**src/rtl/filter_gpu_pkg.sv**
```systemverilog
`default_nettype none
// ============================================================================
// Module   : filter_gpu_pkg
// Purpose  : Shared types and constants for the Filter-GPU pipeline control:
//            sequencer state encoding and execute-stage forward selects.
// Revision : 1.0 - initial release
// ============================================================================
package filter_gpu_pkg;

  // Sequencer states for kernel execution.
  typedef enum logic [2:0] {
    IDLE    = 3'd0,
    RUN     = 3'd1,
    MEMWAIT = 3'd2,
    DRAIN   = 3'd3,
    DONE    = 3'd4
  } ctrl_state_t;

  // Execute-stage operand source selects.
  localparam logic [1:0] FWD_RF  = 2'b00;  // register file
  localparam logic [1:0] FWD_WB  = 2'b01;  // ResultW
  localparam logic [1:0] FWD_MEM = 2'b10;  // ALUResultM

endpackage
`default_nettype wire

```
**src/rtl/forward_unit.sv**
```systemverilog
`default_nettype none
// ============================================================================
// Module   : forward_unit
// Purpose  : Combinational operand-forwarding select for one execute-stage
//            source register. The memory-stage result is the younger value,
//            so it wins over the writeback-stage result.
// Revision : 1.0 - initial release
// ============================================================================
module forward_unit
  import filter_gpu_pkg::*;
#(
  parameter int REG_W = 4
) (
  input  logic [REG_W-1:0] src_reg,
  input  logic [REG_W-1:0] WA3M,
  input  logic [REG_W-1:0] WA3W,
  input  logic             RegWriteM,
  input  logic             RegWriteW,
  output logic [1:0]       fwd_sel
);

  // Pick the youngest pending writer of src_reg, else the register file.
  always_comb begin
    fwd_sel = FWD_RF;
    if (RegWriteM && (WA3M == src_reg)) begin
      fwd_sel = FWD_MEM;
    end else if (RegWriteW && (WA3W == src_reg)) begin
      fwd_sel = FWD_WB;
    end
  end

endmodule
`default_nettype wire

```
**src/rtl/hazard_controller.sv**
```systemverilog
`default_nettype none
// ============================================================================
// Module   : hazard_controller
// Purpose  : Kernel sequencer and hazard unit for the five-stage vector
//            datapath. Starts/stops execution, produces stage hold/flush
//            strobes and forward selects, freezes the pipe during slow
//            data-memory accesses and drains it on a halt instruction.
// Revision : 1.0 - initial release
// ============================================================================
module hazard_controller
  import filter_gpu_pkg::*;
#(
  parameter int REG_W   = 4,
  parameter int MEM_LAT = 2,
  parameter int CNT_W   = 16
) (
  input  logic             CLK,
  input  logic             RST,
  input  logic             start,
  input  logic             halt_instr,
  input  logic [REG_W-1:0] RA1D,
  input  logic [REG_W-1:0] RA2D,
  input  logic [REG_W-1:0] RA1E,
  input  logic [REG_W-1:0] RA2E,
  input  logic [REG_W-1:0] WA3E,
  input  logic [REG_W-1:0] WA3M,
  input  logic [REG_W-1:0] WA3W,
  input  logic             MemtoRegE,
  input  logic             RegWriteM,
  input  logic             RegWriteW,
  input  logic             MemAccessM,
  input  logic             mem_ready,
  output logic             EN1,
  output logic             EN2,
  output logic             EN3,
  output logic             CLR1,
  output logic             CLR2,
  output logic [1:0]       ForwardAE,
  output logic [1:0]       ForwardBE,
  output logic             busy,
  output logic             done,
  output logic [CNT_W-1:0] stall_cnt
);

  // One countdown register serves both the memory wait and the drain; it
  // must hold the larger of MEM_LAT-1 and the drain length of 2.
  localparam int               SEQ_MAX    = (MEM_LAT > 3) ? MEM_LAT : 3;
  localparam int               SEQ_W      = $clog2(SEQ_MAX + 1);
  localparam logic [SEQ_W-1:0] WAIT_LOAD  = SEQ_W'((MEM_LAT > 0) ? (MEM_LAT - 1) : 0);
  localparam logic [SEQ_W-1:0] DRAIN_LOAD = SEQ_W'(2);
  localparam bit               MEM_MULTI  = (MEM_LAT > 0);

  ctrl_state_t      state_q, state_d;
  logic [SEQ_W-1:0] seq_cnt_q, seq_cnt_d;
  logic [SEQ_W-1:0] drain_save_q, drain_save_d;
  logic             resume_drain_q, resume_drain_d;
  logic [CNT_W-1:0] stall_cnt_q, stall_cnt_d;
  logic             done_q, done_d;
  logic             busy_q, busy_d;

  logic             load_use;
  logic             stall_inc;
  logic [1:0]       fwd_a;
  logic [1:0]       fwd_b;

  forward_unit #(.REG_W(REG_W)) u_fwd_a (
    .src_reg   (RA1E),
    .WA3M      (WA3M),
    .WA3W      (WA3W),
    .RegWriteM (RegWriteM),
    .RegWriteW (RegWriteW),
    .fwd_sel   (fwd_a)
  );

  forward_unit #(.REG_W(REG_W)) u_fwd_b (
    .src_reg   (RA2E),
    .WA3M      (WA3M),
    .WA3W      (WA3W),
    .RegWriteM (RegWriteM),
    .RegWriteW (RegWriteW),
    .fwd_sel   (fwd_b)
  );

  // A load in execute whose destination feeds a decode source needs a bubble.
  assign load_use  = MemtoRegE && ((RA1D == WA3E) || (RA2D == WA3E));
  assign stall_inc = ((state_q == RUN) && load_use) || (state_q == MEMWAIT);

  // Hold/flush strobes and forward selects, decoded from state and hazards.
  always_comb begin
    EN1       = 1'b1;
    EN2       = 1'b1;
    EN3       = 1'b1;
    CLR1      = 1'b1;
    CLR2      = 1'b1;
    ForwardAE = FWD_RF;
    ForwardBE = FWD_RF;
    case (state_q)
      RUN: begin
        EN3       = 1'b0;
        CLR1      = 1'b0;
        EN1       = load_use;
        EN2       = load_use;
        CLR2      = load_use;
        ForwardAE = fwd_a;
        ForwardBE = fwd_b;
      end
      MEMWAIT: begin
        CLR1 = 1'b0;
        CLR2 = 1'b0;
      end
      DRAIN: begin
        EN3       = 1'b0;
        ForwardAE = fwd_a;
        ForwardBE = fwd_b;
      end
      default: ;
    endcase
  end

  // Next-state, countdown and stall-counter logic.
  always_comb begin
    state_d        = state_q;
    seq_cnt_d      = seq_cnt_q;
    drain_save_d   = drain_save_q;
    resume_drain_d = resume_drain_q;
    stall_cnt_d    = stall_cnt_q;

    if (stall_inc && (stall_cnt_q != {CNT_W{1'b1}})) begin
      stall_cnt_d = stall_cnt_q + CNT_W'(1);
    end

    case (state_q)
      IDLE: begin
        if (start) begin
          state_d     = RUN;
          stall_cnt_d = '0;
        end
      end
      RUN: begin
        if (MEM_MULTI && MemAccessM) begin
          state_d        = MEMWAIT;
          seq_cnt_d      = WAIT_LOAD;
          resume_drain_d = 1'b0;
        end else if (halt_instr) begin
          state_d   = DRAIN;
          seq_cnt_d = DRAIN_LOAD;
        end
      end
      MEMWAIT: begin
        if ((seq_cnt_q == '0) && mem_ready) begin
          resume_drain_d = 1'b0;
          if (resume_drain_q) begin
            state_d   = DRAIN;
            seq_cnt_d = drain_save_q;
          end else begin
            state_d = RUN;
          end
        end else if (seq_cnt_q != '0) begin
          seq_cnt_d = seq_cnt_q - SEQ_W'(1);
        end
      end
      DRAIN: begin
        // A memory access mid-drain parks the drain count until it completes.
        if (MEM_MULTI && MemAccessM) begin
          state_d        = MEMWAIT;
          drain_save_d   = seq_cnt_q;
          resume_drain_d = 1'b1;
          seq_cnt_d      = WAIT_LOAD;
        end else if (seq_cnt_q == '0) begin
          state_d = DONE;
        end else begin
          seq_cnt_d = seq_cnt_q - SEQ_W'(1);
        end
      end
      DONE: begin
        state_d = IDLE;
      end
      default: begin
        state_d = IDLE;
      end
    endcase

    done_d = (state_d == DONE);
    busy_d = (state_d != IDLE);
  end

  // State, counters and registered status flags.
  always_ff @(posedge CLK or posedge RST) begin
    if (RST) begin
      state_q        <= IDLE;
      seq_cnt_q      <= '0;
      drain_save_q   <= '0;
      resume_drain_q <= 1'b0;
      stall_cnt_q    <= '0;
      done_q         <= 1'b0;
      busy_q         <= 1'b0;
    end else begin
      state_q        <= state_d;
      seq_cnt_q      <= seq_cnt_d;
      drain_save_q   <= drain_save_d;
      resume_drain_q <= resume_drain_d;
      stall_cnt_q    <= stall_cnt_d;
      done_q         <= done_d;
      busy_q         <= busy_d;
    end
  end

  assign busy      = busy_q;
  assign done      = done_q;
  assign stall_cnt = stall_cnt_q;

endmodule
`default_nettype wire

```
**config.mk**
```make
export PLATFORM = sky130hd
export DESIGN_NAME = hazard_controller
export DESIGN_NICKNAME = d
export VERILOG_FILES = /design/src/rtl/filter_gpu_pkg.sv /design/src/rtl/forward_unit.sv /design/src/rtl/hazard_controller.sv
export SDC_FILE = /design/constraint.sdc
export NUM_CORES = 1
export LEC_CHECK = 0
export ABC_AREA = 0
export BUFFER_PORTS_ARGS = -buffer_cell sky130_fd_sc_hd__buf_2
export CAP_MARGIN = 25
export CORE_MARGIN = 2
export CORE_UTILIZATION = 41
export DETAILED_ROUTE_END_ITERATION = 8
export PLACE_DENSITY_LB_ADDON = 0.2
export SYNTH_ARGS = -nofsm -noshare
export SYNTH_HDL_FRONTEND = slang
export SYNTH_HIERARCHICAL = 1
export SYNTH_SLANG_ARGS = --single-unit
```
**constraint.sdc**
```tcl
create_clock -name CLK -period 2.3 [get_ports CLK]
set_input_delay 0 -clock CLK [delete_from_list [all_inputs] [get_ports CLK]]
set_output_delay 0 -clock CLK [all_outputs]
set_load 0.005 [all_outputs]
```
# Word level (Yosys, flattened, before mapping)
# Index checks and enable logic that the tools add are counted.
[op_classes]
add_sub_neg = 2
n_eq_ne = 18
n_mux = 33
n_reduce_logical = 20
[ops]
columns = ["cell", "n"]
rows = [
  ["$mux 16", 3],
  ["$eq 4x4->1", 6],
  ["$mux 2", 12],
  ["$mux 3", 6],
  ["$add 16x1->16 const B", 1],
  ["$ne 16x16->1 const B", 1],
  ["$pmux 3 s4", 1],
  ["$ne 3x3->1 const B", 3],
  ["$logic_and 1x1->1", 8],
  ["$mux 1", 8],
  ["$eq 3x2->1 const B", 2],
  ["$pmux 2 s3", 1],
  ["$reduce_bool 3->1", 2],
  ["$reduce_and 5->1", 1],
  ["$ne 2x2->1 const B", 2],
  ["$reduce_and 4->1", 1],
  ["$reduce_or 2->1", 2],
  ["$eq 3x1->1 const B", 1],
  ["$eq 3x3->1 const B", 1],
  ["$logic_not 3->1", 1],
  ["$ne 3x1->1 const B", 1],
  ["$pmux 1 s3", 1],
  ["$logic_not 2->1", 1],
  ["$logic_or 1x1->1", 2],
  ["5 further kinds", 5],
]
[word_totals]
register_bits = 26
output_inout_bits = 27

# Depth between registers and ports, before layout
# Gate-level depths: netlist (run 1).
[logic_depth]
word_depth = 9
mapped_depth = 8
mapped_depth_nobuf = 8

# Hierarchy
# The synthesis (run 1) kept the hierarchy.
[modules_own_cells]
columns = ["mod", "instances", "cells_per_inst", "area_each_um2", "seq_area_each_um2"]
rows = [
  ["hazard_controller", 1, 180, 1597.8, 650.6],
  ["forward_unit", 2, 16, 115.1, 0.0],
]

# Least setup slack after synthesis (run 1)
# OpenSTA, ideal clock, no wires.
[synth_path]
path_kind = "flip-flop to flip-flop"
start = "register stall_cnt_q[0], in the netlist stall_cnt[0]"
end = "register stall_cnt_q[9], in the netlist stall_cnt[9]"
t_arrival_ps = 1712
t_required_ps = 2154
slack_ps = 442
path_stages_with_launch = 8
synth_period_minus_slack_ps = 1858
path_cell_list = "dfrtp_1 ha_1 nand3_2 or4_1 and3_1 o21ai_1 xor2_1 nor2_1"
[synth_via]
elab_chain_cells = 5
elab_cells_between_ends = 6
[synth_lines]
columns = ["item", "line_no", "text"]
rows = [
  ["start, declared", "hazard_controller.sv:57", "logic [CNT_W-1:0] stall_cnt_q, stall_cnt_d;"],
  ["start signal, assigned", "hazard_controller.sv:202", "stall_cnt_q <= stall_cnt_d;"],
  ["parallel branches: the longest is 2 deep, another holds $add 16x1->16", "--", ""],
  ["$mux 16 *", "hazard_controller.sv:128", "if (stall_inc && (stall_cnt_q != {CNT_W{1'b1}})) begin"],
  ["$mux 16", "hazard_controller.sv:134", "if (start) begin"],
  ["$mux 16 *", "hazard_controller.sv:132", "case (state_q)"],
  ["via stall_cnt_d[9]", "hazard_controller.sv:57", ""],
]
# Mark *: on every way through the listed nets, which the timed path passes.
# A chain may end at the register's enable or synchronous reset.

# Worst setup path in the final report (run 1)
[layout_path]
start = "register stall_cnt_q[0], in the netlist stall_cnt[0]"
end = "register stall_cnt_q[5], in the netlist stall_cnt[5]"
# Same word-level chain as after synthesis.

==> results of run 1 <==
==> cell families (layout without fill, tap and decap cells) <==
family	Yosys count	count (layout)
AOI/OAI and AO/OA	44	44
xor gates and xnor gates	20	20
adders and majority gates	2	2
buffers and inverters	21	86
DFF	26	26
muxes	4	4
and+or+nand+nor	95	95
==> stage by stage <==
step           power, mW  instance area [um2]  instances  hold slack [ns]  worst slack [ns]
6_report            1.84                 2260        329           0.0436             0.247
5_1_grt             1.99                 2260        329           0.0612            0.0347
4_1_cts             1.86                 2260        329           0.0348             0.253
3_5_place_dp        1.54                 2190        324           0.0815             0.281
2_1_floorplan       1.28                 1830        212           0.0400             0.442
3_3_place_gp        1.54                 2190        324           0.0727             0.382
==> worst max-delay path, cell delays in order (launching register included) <==
cell      delay, ns
dfrtp_1        0.44
ha_1           0.21
nand3_2        0.14
nor3_1         0.27
nand2b_1       0.10
o22ai_2        0.48
o21ai_0        0.19
a21oi_1        0.15
==> path summary, 6_finish.rpt <==
check / cells after the start / startpoint / slack, ns / to
setup / recovery: 7 / stall_cnt[0] / 0.25 / stall_cnt[5]
hold / removal: 3 / halt_instr / 0.04 / state_q[1]
setup reg to reg: 7 / stall_cnt[0] / 0.25 / stall_cnt[5]
hold reg to reg: 2 / drain_save_q[0] / 0.49 / drain_save_q[0]
max in group asynchronous: 4 / RST / 1.74 / state_q[1]
min in group asynchronous: 4 / RST / 0.31 / stall_cnt[15]
==> area by class of cell <==
type / instances / area (um2)
clock buffers: 4 / 55.1
fillers: 417 / 2070
inverters: 14 / 52.6
multi-input cells: 165 / 1080
flip-flops and latches: 26 / 651
well taps: 52 / 65.1
repair buffers: 68 / 355
==> cells in the mapped netlist, types with 6 or more instances <==
cell type	number
dfrtp_1	26
nand2_1	19
nor2_1	15
inv_1	14
nand3_1	11
a21oi_1	10
o21ai_0	10
xnor2_1	10
xor2_1	10
nor3_1	9
o211ai_1	6
==> power breakdown <==
group          internal (mW)  switching, mW  total [mW]  leakage [nW]
clock network          0.154          0.152       0.306        0.0288
registers              0.566          0.108       0.674         0.342
logic                  0.371          0.484       0.855         0.700
total                   1.09          0.744        1.84          1.07
==> flip-flops by register name, summed over array words and instances (netlist names) <==
signal,count
busy,1
seq_cnt_q,2
done,1
drain_save_q,2
resume_drain_q,1
state_q,3
stall_cnt,16
==> per-layer routing <==
layer | up-vias | wire length [um] | global-route usage
li1 | 880 | - | -
met1 | 807 | 1870 | 0.214
met2 | 28 | 2020 | 0.319
met3 | 5 | 132 | 0.0356
met4 | 0 | 37 | 0.0398
met5 | - | 0 | 0
==> results.py, run 1 <==
metrics = {
    "status": {
        "run_status": "finished clean",
    },
    "timing": {
        "finClkSkew_ns": 0.00996,
        "fin_crit_ns": 2.05,
        "tightest_slew_ns": 0.628,
        "setup_viol": 0,
        "max_freq_ghz": 0.487,
        "finalCritPeriodShare": 0.892,
        "hold_viol": 0,
        "tns_ns": 0,
        "rsz0062_at_grt": "false",
        "max_slew_margin": 0.582,
        "slew_viol_final": 0,
    },
    "die": {
        "dieArea_um2": 5010,
        "die_w_um": 70.8,
        "start_util": 0.423,
        "die_y_um": 70.8,
        "pin_count": 64,
        "std_cell_rows": 24,
        "fp.coreArea_um2": 4320,
    },
    "detailed_routing": {
        "drcViolationCount": 0,
        "drt_wl_total_um": 4050,
        "dr.first_iter.drc_count": 63,
        "final_antenna_net_count": 0,
        "vias_per_cell": 5.23,
        "wl_per_cell_um": 12.3,
        "dr.pass1.iters": 4,
        "vias": 1720,
    },
    "yosys": {
        "synth_top_family_by_area": "simple AND/OR/NAND/NOR gates",
        "syn_avg_cell_area_um2": 8.62,
        "ys_ff_latch": 26,
        "synth_area_leaders": "dfrtp_1 36%, xnor2_1 4.8%, xor2_1 4.8%",
        "synthAdderAreaFrac": 0.0137,
        "synth_flop_cell": "dfrtp_1",
        "synth_mux_area_frac": 0.0219,
        "synth_cell_types": 47,
        "synth_edf_count": 0,
        "async_flop_share": 1.00,
        "syn_area_um2": 1830,
        "syn_inst": 212,
        "seq_area_frac_synth": 0.356,
        "yosysWarnings": 6,
        "synthXorXnorAreaFrac": 0.0958,
        "synth-compound-area-share": 0.166,
        "yosys.area.top_type_share": 0.356,
        "synth_top_area_cell": "dfrtp_1",
        "synth_fp_nets": 251,
        "synthSimpleGateAreaFrac": 0.293,
    },
    "cells_and_area": {
        "fin_nets": 317,
        "layout-drive-gt1-share": 0.303,
        "antenna_cells": 0,
        "final_cell_mix": "63 x buf_2, 26 x dfrtp_1, 19 x nand2_1, 15 x nor2_1, 14 x inv_1",
        "utilization": 0.522,
        "syn_to_final_growth_pct": 23.5,
        "final_common_cell": "buf_2",
    },
    "run": {
        "maxCapViolations": 0,
    },
    "grt": {
        "grt_max_degree": 27,
        "grt-ovfl-total": 0,
        "antenna_found_initial": 0,
        "grt_first_pass_wirelength_um": 7260,
        "global_route.usage.total": 0.176,
        "grt_pass1_vias": 1682,
    },
    "setup_path": {
        "crit_type": "register to register",
        "end_kind": "register",
        "cp_data_required_time_ns": 2.51,
        "worstPathMaxFanout": 17,
        "cp-start-kind": "register",
        "critPathArrivalTime_ns": 2.27,
    },
    "cts": {
        "clk_path_buf_depth": 2,
        "cts-resized-gates": 0,
        "htree_levels": 1,
        "clkTransAtPathRegs_ns": 0.10,
        "numCtsBuffers": 3,
        "postCtsSetupRepairBufs": 0,
        "cts.sinks": 26,
        "tritoncts": "done",
        "clock_latency_ns": 0.28,
        "postCtsHoldBufs": 1,
        "root_buffer": "clkbuf_8",
    },
    "placed_design": {
        "portBuffers": 63,
        "gp_congestion": 0.819,
        "dp.final_hpwl_um": 3190,
    },
    "power_and_ir_drop": {
        "p_leak_nw": 1.07,
        "powerDensity_nw_per_um2": 813,
        "peakVddDrop_mv": 0.466,
    },
    "hold_path": {
        "hold_path_class": "primary input to register",
    },
}
No activity file was read; power rests on OpenSTA's default activity.
==> run 2, diff against run 1 <==
Settings changed: CORE_ASPECT_RATIO set to 0.7.
Clock period 2.3 ns to 1.9 ns, I/O delays scaled along.
==> results.py, run 2 (same netlist as run 1, synthesis figures left out) <==
metrics = {
    "timing": {
        "fin_crit_ns": 1.81,
        "finalCritPeriodShare": 0.953,
        "setup_viol": 0,
        "worst_slack_ns": 0.0890,
        "tightest_slew_ns": 0.356,
        "max_slew_margin": 0.763,
        "hold_viol": 0,
        "finClkSkew_ns": 0.0115,
        "max_freq_ghz": 0.552,
        "slew_viol_final": 0,
        "rsz0062_at_grt": "true",
        "tns_ns": 0,
    },
    "setup_path": {
        "cp_data_required_time_ns": 2.07,
        "critPathArrivalTime_ns": 1.98,
        "worstPathMaxFanout": 3,
        "crit_type": "register to register",
        "end_kind": "register",
        "cp-start-kind": "register",
    },
    "cells_and_area": {
        "final_common_cell": "buf_2",
        "layout-drive-gt1-share": 0.358,
        "final_cell_mix": "63 x buf_2, 23 x dfrtp_1, 19 x nand2_1, 16 x buf_4, 15 x nor2_1",
        "syn_to_final_growth_pct": 29.8,
        "largest_register_ffs": 16,
        "nFillCells": 415,
        "fin_nets": 329,
        "antenna_cells": 0,
        "fin_cells": 343,
    },
    "detailed_routing": {
        "vias": 1750,
        "dr.pass1.iters": 4,
        "drt_wl_total_um": 4530,
        "dr.first_iter.drc_count": 138,
        "vias_per_cell": 5.10,
        "final_antenna_net_count": 0,
        "wl_per_cell_um": 13.2,
        "drcViolationCount": 0,
    },
    "die": {
        "pin_count": 64,
        "std_cell_rows": 20,
        "die_w_um": 83.8,
        "fp.coreArea_um2": 4300,
        "start_util": 0.425,
        "die_y_um": 59.9,
        "dieArea_um2": 5020,
    },
    "cts": {
        "clkTransAtPathRegs_ns": 0.09,
        "clock_latency_ns": 0.27,
        "root_buffer": "clkbuf_8",
        "numCtsBuffers": 3,
        "htree_levels": 1,
        "clk_path_buf_depth": 2,
        "tritoncts": "done",
        "cts.sinks": 26,
    },
    "grt": {
        "grt_first_pass_wirelength_um": 7520,
        "grt_pass1_vias": 1621,
        "grt-ovfl-total": 0,
        "global_route.usage.total": 0.186,
        "antenna_found_initial": 0,
        "grt_max_degree": 27,
    },
    "placed_design": {
        "gp_congestion": 0.823,
        "pre_cts_ws_ns": 0.121,
        "portBuffers": 63,
        "dp.final_hpwl_um": 3370,
        "placed_cells": 335,
    },
    "status": {
        "run_status": "finished clean",
    },
    "power_and_ir_drop": {
        "peakVddDrop_mv": 0.631,
        "p_leak_nw": 1.12,
        "powerDensity_nw_per_um2": 1000,
    },
    "hold_path": {
        "hold_path_class": "primary input to register",
    },
    "run": {
        "maxCapViolations": 0,
    },
}
-- run 2: cell count changes in the layout (fill, tap and decap cells not counted), moves of 2 or more --
cell / change
dfrtp_1: -3
nor3_1: -2
dfrtp_2: +3
nor3_2: +2
buf_4: +12
-- run 2: power breakdown --
| part | internal, mW | total [mW] | switching [mW] |
|---|---|---|---|
| logic | 0.581 | 1.26 | 0.681 |
| clock network | 0.142 | 0.306 | 0.164 |
| registers | 0.690 | 0.807 | 0.116 |
-- run 2: critical path, stage by stage, from the launching register on --
cell	delay, ns
dfrtp_1	0.37
ha_2	0.19
nand3_2	0.11
or4_4	0.57
and3_1	0.22
o21ai_2	0.06
xor2_1	0.15
nor2_1	0.05
-- run 2: area by class of cell --
| cell class | count | area, um2 | area share |
|---|---|---|---|
| multi-input cells | 165 | 1110 | 0.468 |
| flip-flops and latches | 26 | 654 | 0.276 |
| repair buffers | 80 | 445 | 0.188 |
| well taps | 55 | 68.8 | 0.0290 |
| inverters | 14 | 52.6 | 0.0221 |
| clock buffers | 3 | 41.3 | 0.0174 |
-- run 2: worst paths after layout --
check | start | endpoint | slack (ns) | cells after the start
setup / recovery | stall_cnt[0] | stall_cnt[9] | 0.09 | 7
hold / removal | halt_instr | state_q[1] | 0.09 | 3
setup reg to reg | stall_cnt[0] | stall_cnt[9] | 0.09 | 7
hold reg to reg | drain_save_q[1] | drain_save_q[1] | 0.50 | 2
max in group asynchronous | RST | state_q[0] | 1.30 | 4
min in group asynchronous | RST | stall_cnt[2] | 0.32 | 4
-- run 2: metal layers --
metal | track usage | vias up | part of all wire | routed length, um
met5 | 0 | - | 0 | 0
met4 | 0.0300 | 0 | 0.0060 | 27
met3 | 0.0401 | 4 | 0.049 | 223
met2 | 0.282 | 49 | 0.42 | 1920
met1 | 0.278 | 791 | 0.52 | 2360
li1 | - | 906 | - | -
-- run 2: through the flow --
stage / hold WS, ns / util / total power [mW] / instance area, um2
after floorplan: 0.0400 / - / 1.55 / 1830
after global placement: 0.0779 / 0.524 / 1.95 / 2260
after detailed placement: 0.0786 / 0.524 / 1.97 / 2260
after CTS: 0.0852 / 0.536 / 2.30 / 2310
after global routing: 0.114 / 0.551 / 2.58 / 2370
final: 0.0862 / 0.551 / 2.38 / 2370
-- run 2: what timing repair did --
action | in CTS | in global routing
hold buffers | 1 | 0
hold endpoints to repair | 26 | 0
gates resized for setup | 0 | 10
setup buffers | 0 | 4
endpoints found under the setup margin | 0 | 9
